[src/rtl/mc_pkg.sv]
// mc_pkg: shared types and default constants for the Monte-Carlo run controller.
//   mc_state_e       - run-sequencer FSM state encoding
//   MC_LANES         - default number of generator/accumulator lanes
//   MC_CLEAR_CYCLES  - default cycles the engine is held in clear
//   MC_FLUSH_CYCLES  - default pipeline warm-up cycles
//   MC_DRAIN_CYCLES  - default accumulator settle cycles
package mc_pkg;

    typedef enum logic [2:0] {
        ST_IDLE  = 3'd0,
        ST_CLEAR = 3'd1,
        ST_FLUSH = 3'd2,
        ST_RUN   = 3'd3,
        ST_DRAIN = 3'd4,
        ST_DONE  = 3'd5
    } mc_state_e;

    localparam int MC_LANES        = 5;
    localparam int MC_CLEAR_CYCLES = 2;
    localparam int MC_FLUSH_CYCLES = 8;
    localparam int MC_DRAIN_CYCLES = 4;

endpackage

[src/rtl/mc_phase_counter.sv]
// mc_phase_counter: loadable 32-bit down-counter shared by all timed phases.
//   clk, reset  - clock, synchronous active-high reset
//   load        - load load_value (takes priority over counting)
//   load_value  - cycles remaining minus one for the phase being entered
//   zero        - high while the count is 0, i.e. on the last cycle of a phase
// The counter stops at zero; the owner reloads it on every phase entry.
module mc_phase_counter (
    input  logic        clk,
    input  logic        reset,
    input  logic        load,
    input  logic [31:0] load_value,
    output logic        zero
);

    logic [31:0] count;

    always_ff @(posedge clk) begin
        if (reset) begin
            count <= '0;
        end else if (load) begin
            count <= load_value;
        end else if (count != 32'd0) begin
            count <= count - 32'd1;
        end
    end

    assign zero = (count == 32'd0);

endmodule

[src/rtl/mc_run_controller.sv]
// mc_run_controller: sequences one Monte-Carlo pricing run on the engine.
//   Inputs : clk, reset (sync, active-high), start, abort, result_ack,
//            n_samples (RUN cycles per lane), KerT_in/Se05sigmaT_in/sigmaSqrtT_in
//            (signed pricing parameters), mode_in, sum_in, sum_square_in
//            (merged engine accumulators).
//   Outputs: KerT/Se05sigmaT/sigmaSqrtT/Mode (parameters latched at start),
//            Status (accumulate enable), engine_nreset (engine clear, active
//            low), busy, done, sum_result/sum_square_result (captured sums),
//            sample_total (n_samples x LANES), progress (RUN cycles done),
//            state (FSM state for observation).
// Sequence: IDLE -> CLEAR -> FLUSH -> RUN -> DRAIN -> DONE -> IDLE.
// Handshake: start is honoured only in IDLE; done stays high in DONE until
// result_ack is sampled high; abort in any non-IDLE state wins over both.
module mc_run_controller
    import mc_pkg::*;
#(
    parameter int LANES        = MC_LANES,
    parameter int CLEAR_CYCLES = MC_CLEAR_CYCLES,
    parameter int FLUSH_CYCLES = MC_FLUSH_CYCLES,
    parameter int DRAIN_CYCLES = MC_DRAIN_CYCLES
) (
    input  logic               clk,
    input  logic               reset,
    input  logic               start,
    input  logic               abort,
    input  logic               result_ack,
    input  logic [31:0]        n_samples,
    input  logic signed [15:0] KerT_in,
    input  logic signed [15:0] Se05sigmaT_in,
    input  logic signed [15:0] sigmaSqrtT_in,
    input  logic               mode_in,
    input  logic [63:0]        sum_in,
    input  logic [63:0]        sum_square_in,
    output logic signed [15:0] KerT,
    output logic signed [15:0] Se05sigmaT,
    output logic signed [15:0] sigmaSqrtT,
    output logic               Mode,
    output logic               Status,
    output logic               engine_nreset,
    output logic               busy,
    output logic               done,
    output logic [63:0]        sum_result,
    output logic [63:0]        sum_square_result,
    output logic [34:0]        sample_total,
    output logic [31:0]        progress,
    output mc_state_e          state
);

    mc_state_e   state_next;
    logic        accept;
    logic        cnt_load;
    logic [31:0] cnt_value;
    logic        cnt_zero;
    logic [31:0] n_q;

    mc_phase_counter u_phase_counter (
        .clk        (clk),
        .reset      (reset),
        .load       (cnt_load),
        .load_value (cnt_value),
        .zero       (cnt_zero)
    );

    // State register
    always_ff @(posedge clk) begin
        if (reset) state <= ST_IDLE;
        else       state <= state_next;
    end

    // Next-state logic; also loads the phase counter with (length - 1) on
    // every phase entry so cnt_zero marks the final cycle of that phase.
    always_comb begin
        state_next = state;
        accept     = 1'b0;
        cnt_load   = 1'b0;
        cnt_value  = '0;
        case (state)
            ST_IDLE: begin
                if (start && !abort) begin
                    accept     = 1'b1;
                    state_next = ST_CLEAR;
                    cnt_load   = 1'b1;
                    cnt_value  = 32'(CLEAR_CYCLES - 1);
                end
            end
            ST_CLEAR: begin
                if (cnt_zero) begin
                    state_next = ST_FLUSH;
                    cnt_load   = 1'b1;
                    cnt_value  = 32'(FLUSH_CYCLES - 1);
                end
            end
            ST_FLUSH: begin
                if (cnt_zero) begin
                    cnt_load = 1'b1;
                    if (n_q == 32'd0) begin
                        state_next = ST_DRAIN;
                        cnt_value  = 32'(DRAIN_CYCLES - 1);
                    end else begin
                        state_next = ST_RUN;
                        cnt_value  = n_q - 32'd1;
                    end
                end
            end
            ST_RUN: begin
                if (cnt_zero) begin
                    state_next = ST_DRAIN;
                    cnt_load   = 1'b1;
                    cnt_value  = 32'(DRAIN_CYCLES - 1);
                end
            end
            ST_DRAIN: begin
                if (cnt_zero) state_next = ST_DONE;
            end
            ST_DONE: begin
                if (result_ack) state_next = ST_IDLE;
            end
            default: state_next = ST_IDLE;
        endcase
        if (abort && state != ST_IDLE) begin
            state_next = ST_IDLE;
            cnt_load   = 1'b0;
        end
    end

    // Output logic decoded from the current state
    always_comb begin
        busy = (state != ST_IDLE);
        done = (state == ST_DONE);
    end

    // Registered outputs and shadow datapath. Status and engine_nreset are
    // derived from the next state so they line up with the state register
    // while staying flop outputs; they can never both be active.
    always_ff @(posedge clk) begin
        if (reset) begin
            Status            <= 1'b0;
            engine_nreset     <= 1'b0;
            KerT              <= '0;
            Se05sigmaT        <= '0;
            sigmaSqrtT        <= '0;
            Mode              <= 1'b0;
            n_q               <= '0;
            sample_total      <= '0;
            progress          <= '0;
            sum_result        <= '0;
            sum_square_result <= '0;
        end else begin
            Status        <= (state_next == ST_RUN);
            engine_nreset <= (state_next != ST_CLEAR);
            if (accept) begin
                KerT         <= KerT_in;
                Se05sigmaT   <= Se05sigmaT_in;
                sigmaSqrtT   <= sigmaSqrtT_in;
                Mode         <= mode_in;
                n_q          <= n_samples;
                sample_total <= 35'(n_samples) * 35'(LANES);
                progress     <= '0;
            end else if (state == ST_RUN && progress < n_q) begin
                progress <= progress + 32'd1;
            end
            if (state == ST_DRAIN && state_next == ST_DONE) begin
                sum_result        <= sum_in;
                sum_square_result <= sum_square_in;
            end
        end
    end

endmodule

[config.mk]
export PLATFORM = sky130hd
export DESIGN_NAME = mc_run_controller
export DESIGN_NICKNAME = d
export VERILOG_FILES = /design/src/rtl/mc_pkg.sv /design/src/rtl/mc_phase_counter.sv /design/src/rtl/mc_run_controller.sv
export SDC_FILE = /design/constraint.sdc
export NUM_CORES = 1
export LEC_CHECK = 0
export ABC_AREA = 1
export CORE_AREA = 2 2 196 198
export CTS_CLUSTER_SIZE = 14
export DETAILED_ROUTE_END_ITERATION = 16
export DIE_AREA = 0 0 198 200
export GPL_ROUTABILITY_DRIVEN = 1
export GPL_TIMING_DRIVEN = 0
export PLACE_DENSITY_LB_ADDON = 0.25
export SETUP_SLACK_MARGIN = 0.02
export SYNTH_ARGS = -nofsm -noshare
export SYNTH_HDL_FRONTEND = slang
export SYNTH_HIERARCHICAL = 1
export SYNTH_SLANG_ARGS = --single-unit
[constraint.sdc]
create_clock -name clk -period 3.5 [get_ports clk]
set_clock_uncertainty 0.15 [all_clocks]
set_input_delay 0.525 -clock clk [delete_from_list [all_inputs] [get_ports clk]]
set_output_delay 0.525 -clock clk [all_outputs]
set_load 0.01 [all_outputs]
==> results.md <==
* Vias at 19671
* Least-Margin Pin Slew at 0.883 ns
* Drc violations at 0
* Avg Cell Area, Syn at 6.99 sq um
* WP data arrival at 3.63 ns
* CP Class: in -> reg
* Share of total power in the clock network at 35.6%
* Clk sinks at 311
* Root Buffer: clkbuf_16
* Initial antenna violation count at 3
* Sequential area share after synthesis at 32.9%
* Sequential power share at 35.2%
* Detail Placement HPWL at 57.5 mm
* Total GRT Usage at 34.5%
* Initial Util at 50.6%
* R2r endpoint: sum_square_result[26]
* Synth warn at 6
* Chip height at 200 um
* CTS tree: yes
* Startpoint class of the critical path: input port
* Hold endpoint: u_phase_counter/count[29]
* HP Start: reset
* Htree depth at 2
* Setup Slack @ Placement at -0.718 ns
* Slew margin rel. at 41.1%
* Pin count of the biggest net entering global routing at 14
* Post-synth ARST share at 0%
* Core area at 37400 sq um
* Final slew viol count at 0
* Tmin final at 3.32 ns
* Post-Route WL at 71.1 mm
* Largest area contributor in the netlist: dfxtp_1
* Routed len/inst at 19.0 um
* Synth top area share at 32.9%
* Maximum root-to-sink buffer count at 3
* Mapped Area at 18900 sq um
* Cells after Synth at 2707
* Die area at 39600 sq um
* Unrepaired setup endpoints after global routing: no
* #FFs+latches synth at 311
* Clock transition at path regs at 0.06 ns
* Dpl cells at 3681
* Number of global-route vias before repair at 18698
* Element type at the critical path end: register
* Peak supply drop at 0.331 mV
* Post-synth EDFFs at 0
* Top-count cell post-synth: nor2_1
* Commonest cells post-synth: nor2_1, nand2_1, dfxtp_1
* Final Hold Fails at 0
* Clk_lat worst skew at 0.56 ns
* Fin crit share at 94.7%
* Count of different cell masters after synthesis at 46
* First-pass GRT wire length at 105 mm
* First-pass detailed-route iteration total at 6
* Maxcap violations at 0
* Post-synth net total at 3017
* Hold crit path type: in -> reg
* Reg2reg start: u_phase_counter/count[0]
* WHS Path Cells at 2
* Final worst slack at 0.184 ns
* Combinational share of power at 29.2%
* Status: finished clean
* Port bufs at 463
* Net Sw Frac at 34.2%
* TritonCTS Buffers at 36
* Fmax at 302 MHz
* Die span in x at 198 um
* Crit Path Max Fanout at 5
* Area grow syn2layout at 34.8%
* Core Util, Final at 68.2%
* P_int at 7440 uW
* Largest cells by area after synthesis: dfxtp_1, nor2_1, nand2_1, ha_1, inv_1
* Total power at 11300 uW
* Ys flop type: dfxtp_1
* Power Dens Cells at 443 nW/um^2
* Final #Nets at 3520
* Hold Slack at 0.285 ns
* Required @ worst endpoint at 3.81 ns
* R2r setup slk at 0.26 ns
* Final setup fails at 0
* Psw at 3870 uW
* Vias/cell at 5.25
* GPL Wtd Cong at 1.01
* R2R depth at 19
* Initial DRC count at 1348
* Cell Rows at 71
* Global route overflow at 0
* Post-route antenna net violation count at 0
* P_leak at 0.0112 uW
* # IOs at 465
* Layout cell share with drive strength beyond 1 at 14.5%
* Non-Filler Instances at 3750
-- worst max-delay path: stages --
cell,delay (ns)
clkdlybuf4s50_1,0.57
ha_1,0.36
ha_1,0.20
inv_1,0.08
fa_1,0.42
nor3_1,0.20
nor2_1,0.12
o21ai_0,0.56
nand3_1,0.28
nand2_1,0.14
nand2_1,0.06
nand3_1,0.06
nand2_1,0.05
-- kinds of logic (layout without fill, tap and decap cells) --
kind of cell | count (synthesis) | count (layout) | share of synthesized area (%)
simple gates | 1473 | 1473 | 38.4
buf+inv | 420 | 949 | 9.73
flops | 311 | 311 | 32.9
other cells | 0 | 3 | 0
xor+xnor | 62 | 62 | 2.87
fa+ha+maj | 96 | 96 | 6.39
compound gates | 343 | 343 | 9.62
mux | 2 | 2 | 0.106
-- per-stage QoR --
| stage | instance area (sq um) | setup TNS (ns) |
|---|---|---|
| floorplan | 18900 | 0 |
| detailed placement | 24200 | -20.31 |
| CTS | 25500 | 0 |
| finish | 25500 | 0 |
| global route | 25500 | 0 |
| global placement | 24200 | -19.15 |
-- state kept, by name (all words and copies together), names as in the netlist, 3 cells and up --
register               flops
state                      3
KerT                      16
Se05sigmaT                16
progress                  32
sigmaSqrtT                16
sample_total              35
sum_result                64
sum_square_result         64
n_q                       30
u_phase_counter/count     32
-- layer usage --
metal	global-route usage [%]	part of all wire [%]
met1	42.5	41
met2	55.3	44
met3	11.1	10
met4	15.4	4.9
met5	0	0.017
-- layout make-up --
cell class                 count  area (sq um)
antenna                        3          7.51
buffer                       109           679
clock buffer                  49          1060
clock inverter                15           190
fill                        3179         11900
inverter                     310          1160
multi-input combinational   1976         10900
sequential                   311          6230
tap                          511           639
timing repair buffer         466          4660
-- worst max-delay path by stage --
| stage | endpoint | cells after the start | start | slack, ns |
|---|---|---|---|---|
| after floorplan | sum_result[10] | 19 | u_phase_counter/count[0] | 0.76 |
| after global placement | u_phase_counter/count[14] | 14 | abort | -0.69 |
| after detailed placement | u_phase_counter/count[18] | 13 | start | -0.72 |
| after CTS | u_phase_counter/count[30] | 13 | state[0] | 0.02 |
| after global routing | sum_result[7] | 19 | u_phase_counter/count[0] | 0.01 |
| final | sample_total[33] | 13 | n_samples[3] | 0.18 |
-- what timing repair did --
action / in CTS / in global routing
gates resized for setup: 4 / 10
setup buffers: 0 / 3
endpoints found under the hold margin: 0 / 0
pin swaps: 0 / 1
hold buffers: 0 / 0
setup endpoints to repair: 33 / 138
cloned: 0 / 0
-- layout by cell type (no fill, tap or decap), drive strengths merged, types with 85 or more instances in the layout --
| cell | Yosys | routed |
|---|---|---|
| clkbuf | 53 | 101 |
| a21oi | 157 | 157 |
| inv | 310 | 312 |
| dfxtp | 311 | 311 |
| clkdlybuf4s50 | 0 | 463 |
| o21ai | 150 | 150 |
| ha | 95 | 95 |
| nor2 | 636 | 636 |
| nand3 | 85 | 85 |
| nand2 | 632 | 632 |
-- power groups by stage --
stage	clock, uW	sequential [uW]	combinational, uW
after floorplan	0	4030	2110
after global placement	0	4040	3140
after detailed placement	0	4050	3200
after CTS	4060	3970	3230
after global routing	4190	4000	3650
final	4020	3980	3310
Power figures use the tool's default switching activity.
